File: src/rtl/mod_add_sub_seq.sv
// Limb-serial modular adder/subtractor: (a + b) mod P or (a - b) mod P.
// A primary and a candidate (corrected) result are built one LIMB-bit slice per cycle.
module mod_add_sub_seq #(
  parameter int N    = 256,
  parameter int LIMB = 64,
  parameter logic [N-1:0] P = 256'h7fffffff_ffffffff_ffffffff_ffffffff_ffffffff_ffffffff_ffffffff_ffffffed
) (
  input  logic         clk,
  input  logic         rst_n,
  input  logic         in_valid,
  output logic         in_ready,
  input  logic         op,
  input  logic [N-1:0] a,
  input  logic [N-1:0] b,
  output logic         out_valid,
  input  logic         out_ready,
  output logic [N-1:0] result,
  output logic         wrap
);

  localparam int L  = N / LIMB;
  localparam int CW = (L > 1) ? $clog2(L) : 1;

  typedef enum logic [1:0] {IDLE, RUN, DONE} state_t;

  state_t          state_q;
  logic [N-1:0]    opA_q, opB_q, mod_q;
  logic [N-1:0]    prim_q, cand_q;
  logic [N-1:0]    result_q;
  logic            sub_q, primCarry_q, candCarry_q, wrap_q;
  logic [CW-1:0]   cnt_q;

  logic            accept;
  logic            lastLimb;
  logic [LIMB:0]   primW, candW;
  logic [N+LIMB-1:0] primCat, candCat;
  logic [N-1:0]    prim_d, cand_d;
  logic            chooseCand;

  assign in_ready  = (state_q == IDLE) || ((state_q == DONE) && out_ready);
  assign accept    = in_valid && in_ready;
  assign out_valid = (state_q == DONE);
  assign result    = result_q;
  assign wrap      = wrap_q;
  assign lastLimb  = (cnt_q == CW'(L - 1));

  // Top bit of each (LIMB+1)-bit limb sum/difference is the carry or borrow out.
  always_comb begin
    primW = '0;
    candW = '0;
    if (!sub_q) begin
      primW = {1'b0, opA_q[LIMB-1:0]} + {1'b0, opB_q[LIMB-1:0]} + {{LIMB{1'b0}}, primCarry_q};
      candW = {1'b0, primW[LIMB-1:0]} - {1'b0, mod_q[LIMB-1:0]} - {{LIMB{1'b0}}, candCarry_q};
    end else begin
      primW = {1'b0, opA_q[LIMB-1:0]} - {1'b0, opB_q[LIMB-1:0]} - {{LIMB{1'b0}}, primCarry_q};
      candW = {1'b0, primW[LIMB-1:0]} + {1'b0, mod_q[LIMB-1:0]} + {{LIMB{1'b0}}, candCarry_q};
    end
  end

  // New limbs enter at the top so that after L cycles limb 0 sits at bit 0.
  assign primCat = {primW[LIMB-1:0], prim_q};
  assign candCat = {candW[LIMB-1:0], cand_q};
  assign prim_d  = primCat[N+LIMB-1:LIMB];
  assign cand_d  = candCat[N+LIMB-1:LIMB];

  // Add: take s-P when s >= P over N+1 bits. Sub: take d+P when a-b borrowed.
  assign chooseCand = sub_q ? primW[LIMB] : (primW[LIMB] | ~candW[LIMB]);

  always_ff @(posedge clk) begin
    if (!rst_n) begin
      state_q     <= IDLE;
      opA_q       <= '0;
      opB_q       <= '0;
      mod_q       <= '0;
      prim_q      <= '0;
      cand_q      <= '0;
      result_q    <= '0;
      sub_q       <= 1'b0;
      primCarry_q <= 1'b0;
      candCarry_q <= 1'b0;
      wrap_q      <= 1'b0;
      cnt_q       <= '0;
    end else begin
      case (state_q)
        RUN: begin
          opA_q       <= opA_q >> LIMB;
          opB_q       <= opB_q >> LIMB;
          mod_q       <= mod_q >> LIMB;
          prim_q      <= prim_d;
          cand_q      <= cand_d;
          primCarry_q <= primW[LIMB];
          candCarry_q <= candW[LIMB];
          cnt_q       <= cnt_q + CW'(1);
          if (lastLimb) begin
            state_q  <= DONE;
            result_q <= chooseCand ? cand_d : prim_d;
            wrap_q   <= chooseCand;
          end
        end
        default: begin
          if (accept) begin
            state_q     <= RUN;
            opA_q       <= a;
            opB_q       <= b;
            mod_q       <= P;
            sub_q       <= op;
            prim_q      <= '0;
            cand_q      <= '0;
            primCarry_q <= 1'b0;
            candCarry_q <= 1'b0;
            cnt_q       <= '0;
          end else if ((state_q == DONE) && out_ready) begin
            state_q <= IDLE;
          end
        end
      endcase
    end
  end

endmodule

File: config.mk
export PLATFORM = sky130hd
export DESIGN_NAME = mod_add_sub_seq
export DESIGN_NICKNAME = d
export VERILOG_FILES = /design/src/rtl/mod_add_sub_seq.sv
export SDC_FILE = /design/constraint.sdc
export NUM_CORES = 2
export LEC_CHECK = 0
export BUFFER_PORTS_ARGS = -buffer_cell sky130_fd_sc_hd__buf_4
export CAP_MARGIN = 25
export CORE_MARGIN = 5
export CORE_UTILIZATION = 59
export DETAILED_ROUTE_END_ITERATION = 8
export MAX_ROUTING_LAYER = met4
export PLACE_DENSITY = 0.79
export SETUP_SLACK_MARGIN = 0.05
export SLEW_MARGIN = 10
export SYNTH_ARGS = -nofsm -noshare
export SYNTH_HDL_FRONTEND = slang
export SYNTH_SLANG_ARGS = --single-unit
export TNS_END_PERCENT = 100
File: constraint.sdc
create_clock -name clk -period 8.7 [get_ports clk]
set_input_delay 1.305 -clock clk [delete_from_list [all_inputs] [get_ports clk]]
set_output_delay 1.305 -clock clk [all_outputs]
set_load 0.005 [all_outputs]
Yosys cells after proc, flatten, opt, wreduce, memory -nomap -nowiden
Index checks and enable logic that the tools add are counted.
{"block": "word_totals", "in_bits": 517, "regBits": 1481, "out_inout_bits": 259, "word_cells": 64, "ramBits": 0, "latch_bits": 0, "mem_count": 0, "rom_bits": 0}
{"block": "op_classes", "n_lt_le_gt_ge": 0, "shift": 0, "n_eq_ne": 4, "bitwise": 4, "mul": 0, "add_sub_neg": 9, "n_reduce_logical": 10, "div": 0, "n_mux": 22}
{"cell": "192-bit 2-to-1 mux", "n": 6}
{"cell": "256-bit 2-to-1 mux", "n": 4}
{"cell": "64-bit by 64-bit adder with 65-bit output", "n": 2}
{"cell": "65-bit by 1-bit adder with 65-bit output", "n": 2}
{"cell": "65-bit 2-to-1 mux", "n": 2}
{"cell": "64-bit by 64-bit subtractor with 65-bit output", "n": 2}
{"cell": "65-bit by 1-bit subtractor with 65-bit output", "n": 2}
{"cell": "2-bit 2-to-1 mux", "n": 6}
{"cell": "2-bit AND reduction", "n": 3}
{"cell": "2-bit equality test (second input constant)", "n": 2}
{"cell": "1-bit 2-to-1 mux", "n": 4}
{"cell": "1-bit NOT", "n": 3}
{"cell": "3-bit nonzero test", "n": 1}
{"cell": "2-bit by 1-bit adder with 2-bit output (second input constant)", "n": 1}
{"cell": "2-bit by 1-bit equality test with 1-bit output (second input constant)", "n": 1}
{"cell": "1-bit logical AND", "n": 2}
{"cell": "2-bit logical NOT", "n": 1}
{"cell": "2-bit inequality test (second input constant)", "n": 1}
{"cell": "2-bit nonzero test", "n": 1}
{"cell": "2-bit OR reduction", "n": 1}
{"cell": "1-bit logical OR", "n": 1}
{"cell": "1-bit bitwise OR", "n": 1}

Logic depth before layout (Yosys ltp)
{"block": "logic_depth", "word_depth": 9, "depth_mapped": 32, "ltp_nobuf": 28}

Worst setup path after synthesis
Ideal clock, no wire load.
{"block": "synth_timing", "path_type": "register to register", "startpoint": "register mod_q[62]", "endpoint": "register cand_q[254]", "synth_period_minus_slack_ns": 6.412, "slack_ns": 2.288, "required_time_ns": 8.585, "n_path_buf": 0, "path_stages_with_launch": 17, "setup_ns": 0.115, "arrival_ns": 6.298, "cell_sequence": "dfxtp_1 > inv_1 > fa_1 > inv_1 > fa_1 > a21oi_1 > a2bb2oi_1 > a221oi_2 > a211oi_2 > o41ai_2 > nand4_1 > a211o_1 > nand2_1 > a31oi_1 > mux2_1 > and3_1 > o21a_1"}
{"block": "synth_between", "elab_chain_len": 4, "elab_cells_between_ends": 6}
{"element": "start: declaration", "line": "27", "text": "logic [N-1:0] opA_q, opB_q, mod_q;"}
{"element": "start signal: assignment", "line": "88", "text": "mod_q <= mod_q >> LIMB;"}
{"element": "64-bit by 64-bit subtractor with 65-bit output / 64-bit by 64-bit adder with 65-bit output (equally long branches)", "line": "53, 56"}
{"element": "65-bit by 1-bit subtractor with 65-bit output / 65-bit by 1-bit adder with 65-bit output (equally long branches)", "line": "53, 56"}
{"element": "65-bit 2-to-1 mux (*)", "line": "51", "text": "if (!sub_q) begin"}
{"element": "256-bit 2-to-1 mux (*)", "line": "84", "text": "case (state_q)"}
{"element": "end signal: assignment", "line": "90", "text": "cand_q <= cand_d;"}
{"element": "end: declaration", "line": "28", "text": "logic [N-1:0] prim_q, cand_q;"}
Mark *: on every way between the ends. The rest lies on a longest branch, timed or not.
A chain may end at the register's enable or synchronous reset.

Worst setup path in the final report
{"block": "layout_timing", "startpoint": "register opA_q[0]", "endpoint": "register result_q[89], in the netlist result[89]"}
{"block": "layout_between", "elab_chain_len": 9, "elab_cells_between_ends": 14}
{"element": "start: declaration", "line": "27"}
{"element": "start signal: assignment", "line": "86", "text": "opA_q <= opA_q >> LIMB;"}
{"element": "64-bit by 64-bit adder with 65-bit output / 64-bit by 64-bit subtractor with 65-bit output (equally long branches)", "line": "52, 55"}
{"element": "65-bit by 1-bit adder with 65-bit output / 65-bit by 1-bit subtractor with 65-bit output (equally long branches)", "line": "52, 55"}
{"element": "64-bit by 64-bit subtractor with 65-bit output / 64-bit by 64-bit adder with 65-bit output (equally long branches)", "line": "53, 56"}
{"element": "65-bit by 1-bit subtractor with 65-bit output / 65-bit by 1-bit adder with 65-bit output (equally long branches)", "line": "53, 56"}
{"element": "65-bit 2-to-1 mux", "line": "51"}
{"element": "1-bit NOT", "line": "67", "text": "assign chooseCand = sub_q ? primW[LIMB] : (primW[LIMB] | ~candW[LIMB]);"}
{"element": "1-bit bitwise OR", "line": "67"}
{"element": "1-bit 2-to-1 mux (*)", "line": "67"}
{"element": "256-bit 2-to-1 mux (*)", "line": "96", "text": "result_q <= chooseCand ? cand_d : prim_d;"}
{"element": "end signal: assignment", "line": "96"}
{"element": "end: declaration", "line": "29", "text": "logic [N-1:0] result_q;"}
Marks and branches as above.

==> results_dict.tcl <==
set metrics [dict create \
    crit_required_ns 9.30 \
    finalWirelength_mm 234.1 \
    io_pins 776 \
    fill_cells 8978 \
    ys_ff_latch 1168 \
    grt_setup_unrepaired "no" \
    grt-ovfl-total 0 \
    setup_violations 0 \
    antenna_left 0 \
    die_h_um 340.8 \
    root_buffer "clkbuf_16" \
    rr_endpoint "result[89]" \
    r2r_slack_ns 0.86 \
    ir_worst_vdd_uv 231.9 \
    ff2ff_path_depth 28 \
    slowest_delay_ns 0.90 \
    post-route-period-util_pct 90.11 \
    finalHoldViolCount 0 \
    dp_hpwl_mm 173.5 \
    setup_tns_ns 0 \
    syn2layout_area_growth_pct 15.12 \
    violations "DRC" \
    power_leakage_nw 30.35 \
    yosys_warnings 0 \
    status "finished, violations left" \
    arrival_ns 8.44 \
    synthesis.area_um2 64570 \
    cts.repair.resized 0 \
    fin_area_um2 74340 \
    vias 64670 \
    path_class "reg2reg" \
    worstReg2RegStart "opA_q[0]" \
    skew_ns 0.06087 \
    synth_top_area_cell "dfxtp_1" \
    worstHoldStart "opB_q[216]" \
    worstHoldPathCells 2 \
    grt_pass1_wl_mm 351.4 \
    grt_start_max_net_pins 287 \
    yosys.area.top_type_share_pct 36.21 \
    die_w_um 340.8 \
    numPortBuffers 775 \
    hold_end "opB_q[152]" \
    postPlaceCellArea_um2 70260 \
    start_util_pct 59.32 \
    dieArea_um2 116200 \
    cts_hold_buffers 0 \
    min_path_type "reg2reg" \
    relSlewSlack_pct 14.29 \
    drv_cap 0 \
    fmax_ghz 0.1276 \
    gp_congestion 0.9506 \
    drtIter0Drc 7190 \
    first_pass_iters 8 \
    yosys-top-cells-area "dfxtp_1 (36%), nand2_1 (10%), a311oi_1 (7.9%)" \
    cts_max_level 3 \
    multi_input_area_um2 37130 \
    postCtsSetupBuffers 0 \
    synth_flop_cell "dfxtp_1" \
    grtUsageTotal_pct 39.00 \
    syn-instance-count 8518 \
    slowest_stage "o31ai_1" \
    clkSlewWorstSetupHoldPaths_ns 0.06 \
    synthTopCellsByCount "nand2_1 (1738), nor2_1 (1172), dfxtp_1 (1168), a311oi_1 (582), clkbuf_1 (562)" \
    synthArstFlopShare_pct 0 \
    cts.sinks 1168 \
    cts_tree "yes" \
    drc_errors 1 \
    cts_max_path_buffers 3 \
    synth_edf_count 0 \
    cts_buffers 115 \
    wire_per_inst_um 22.62 \
    p_per_area_nw_per_um2 267.3 \
    ys_seq_area_share_pct 36.21 \
    yosysMostFrequentCell "nand2_1" \
    core_area_um2 108900 \
    synthDistinctLibCells 104 \
    end_kind "flip-flop" \
    cp-start-kind "flip-flop" \
    antenna_found_initial 38 \
    synth.avg_cell_area_um2 7.581 \
    worst_pin_slew_ns 1.286 \
    period_needed_ns 7.839 \
    synth.net_count 9420 \
    insertion_delay_ns 0.74 \
    rows 121 \
    finalNetCount 9713 \
    layout-drive-gt1-share_pct 12.54 \
    register_area_um2 23390 \
    viasPerCell 6.248 \
    final_max_slew_viol_count 0 \
    grt_pass1_vias 60020 \
    critPathMaxFanout 43 \
]
[layout by cell type, fill, tap and decap left out, drive strengths merged, types with 35 or more instances in the layout]
cell    synthesis  routed
a22oi         268     268
nand3         177     177
o31ai          45      45
xnor2         167     167
nand4          70      70
a21o          139     139
xor2           63      63
nor2         1174    1174
clkbuf        562     175
o211ai         35      35
o21bai         63      63
o21a           50      50
buf            99     837
a31oi          77      77
inv           395     399
o21ai         219     219
a21oi         547     547
dfxtp        1168    1168
nor2b          35      35
nor3           46      46
a311oi        582     582
nand2        1740    1740
ha            377     377
and3           38      38
and2           43      43
[critical path: cells and delay by family, from the launching register on]
family | cells | cell delay (ns)
compound gates | 12 | 3.40
xor+xnor | 2 | 0.60
fa+ha+maj | 4 | 1.22
buf+inv | 3 | 0.53
flops | 1 | 0.41
simple gates | 7 | 1.48
[where the power goes]
| group | leakage, nW | switching [mW] | total, mW | internal [mW] |
|---|---|---|---|---|
| Sequential | 9.54 | 0.330 | 6.00 | 5.67 |
| Clock | 1.93 | 2.20 | 5.18 | 2.98 |
| Combinational | 18.9 | 5.73 | 8.68 | 2.96 |
| Total | 30.3 | 8.26 | 19.9 | 11.6 |
[cell families after synthesis]
kind of cell / after synthesis / synth area share [%]
flip-flops: 1168 / 36.21
buffers and inverters: 1056 / 6.417
adder cells (fa/ha/maj): 385 / 7.553
AO/OA/AOI/OAI: 2216 / 24.42
AND/OR/NAND/NOR: 3420 / 21.56
XOR/XNOR: 230 / 3.131
multiplexers: 43 / 0.7092
[sequential cells by signal (all words and copies together) (netlist names)]
register     flops
opA_q          256
cand_q         192
cnt_q            2
opB_q          256
sub_q            1
candCarry_q      1
prim_q         192
mod_q            8
wrap             1
primCarry_q      1
result         256
state_q          2
[stage by stage]
| step | instances | hold WS, ns | setup slack, ns | total power [mW] | utilization [%] |
|---|---|---|---|---|---|
| 6_report | 10350 | 0.4410 | 0.8605 | 19.87 | 68.29 |
| 3_3_place_gp | 10110 | 0.4420 | 1.309 | 14.45 | 64.52 |
| 5_1_grt | 10350 | 0.4645 | 0.4034 | 20.85 | 68.28 |
| 4_1_cts | 10320 | 0.4455 | 0.9505 | 19.64 | 68.19 |
| 2_1_floorplan | 8518 | 0.4366 | 2.288 | 12.04 | - |
| 3_5_place_dp | 10110 | 0.4459 | 0.9722 | 14.51 | 64.54 |
[area by class of cell]
class | instances | area share, %
Clock inverter | 34 | 0.6952
Antenna cell | 34 | 0.1145
Multi-Input combinational cell | 6294 | 49.95
Inverter | 395 | 2.006
Clock buffer | 175 | 4.637
Timing Repair Buffer | 837 | 8.754
Sequential cell | 1168 | 31.47
Tap cell | 1414 | 2.380
[how the worst max path moves through the flow]
stage / startpoint / endpoint / cells past startpoint
finish: opA_q[0] / result[89] / 28
detailed placement: opA_q[0] / result[136] / 28
global route: opA_q[0] / result[132] / 28
global placement: opA_q[0] / result[12] / 28
CTS: opA_q[0] / result[77] / 28
floorplan: mod_q[62] / cand_q[254] / 16
[metal layers]
layer	part of all wire, %	up-vias	GRT usage [%]	wire [µm]
met5	0	-	-	0
met4	6.0	0	20.53	14150
met2	44	3105	59.09	103600
li1	-	30430	-	-
met3	8.3	519	4.899	19350
met1	41	30610	51.21	97010
Power figures use the tool's default switching activity.
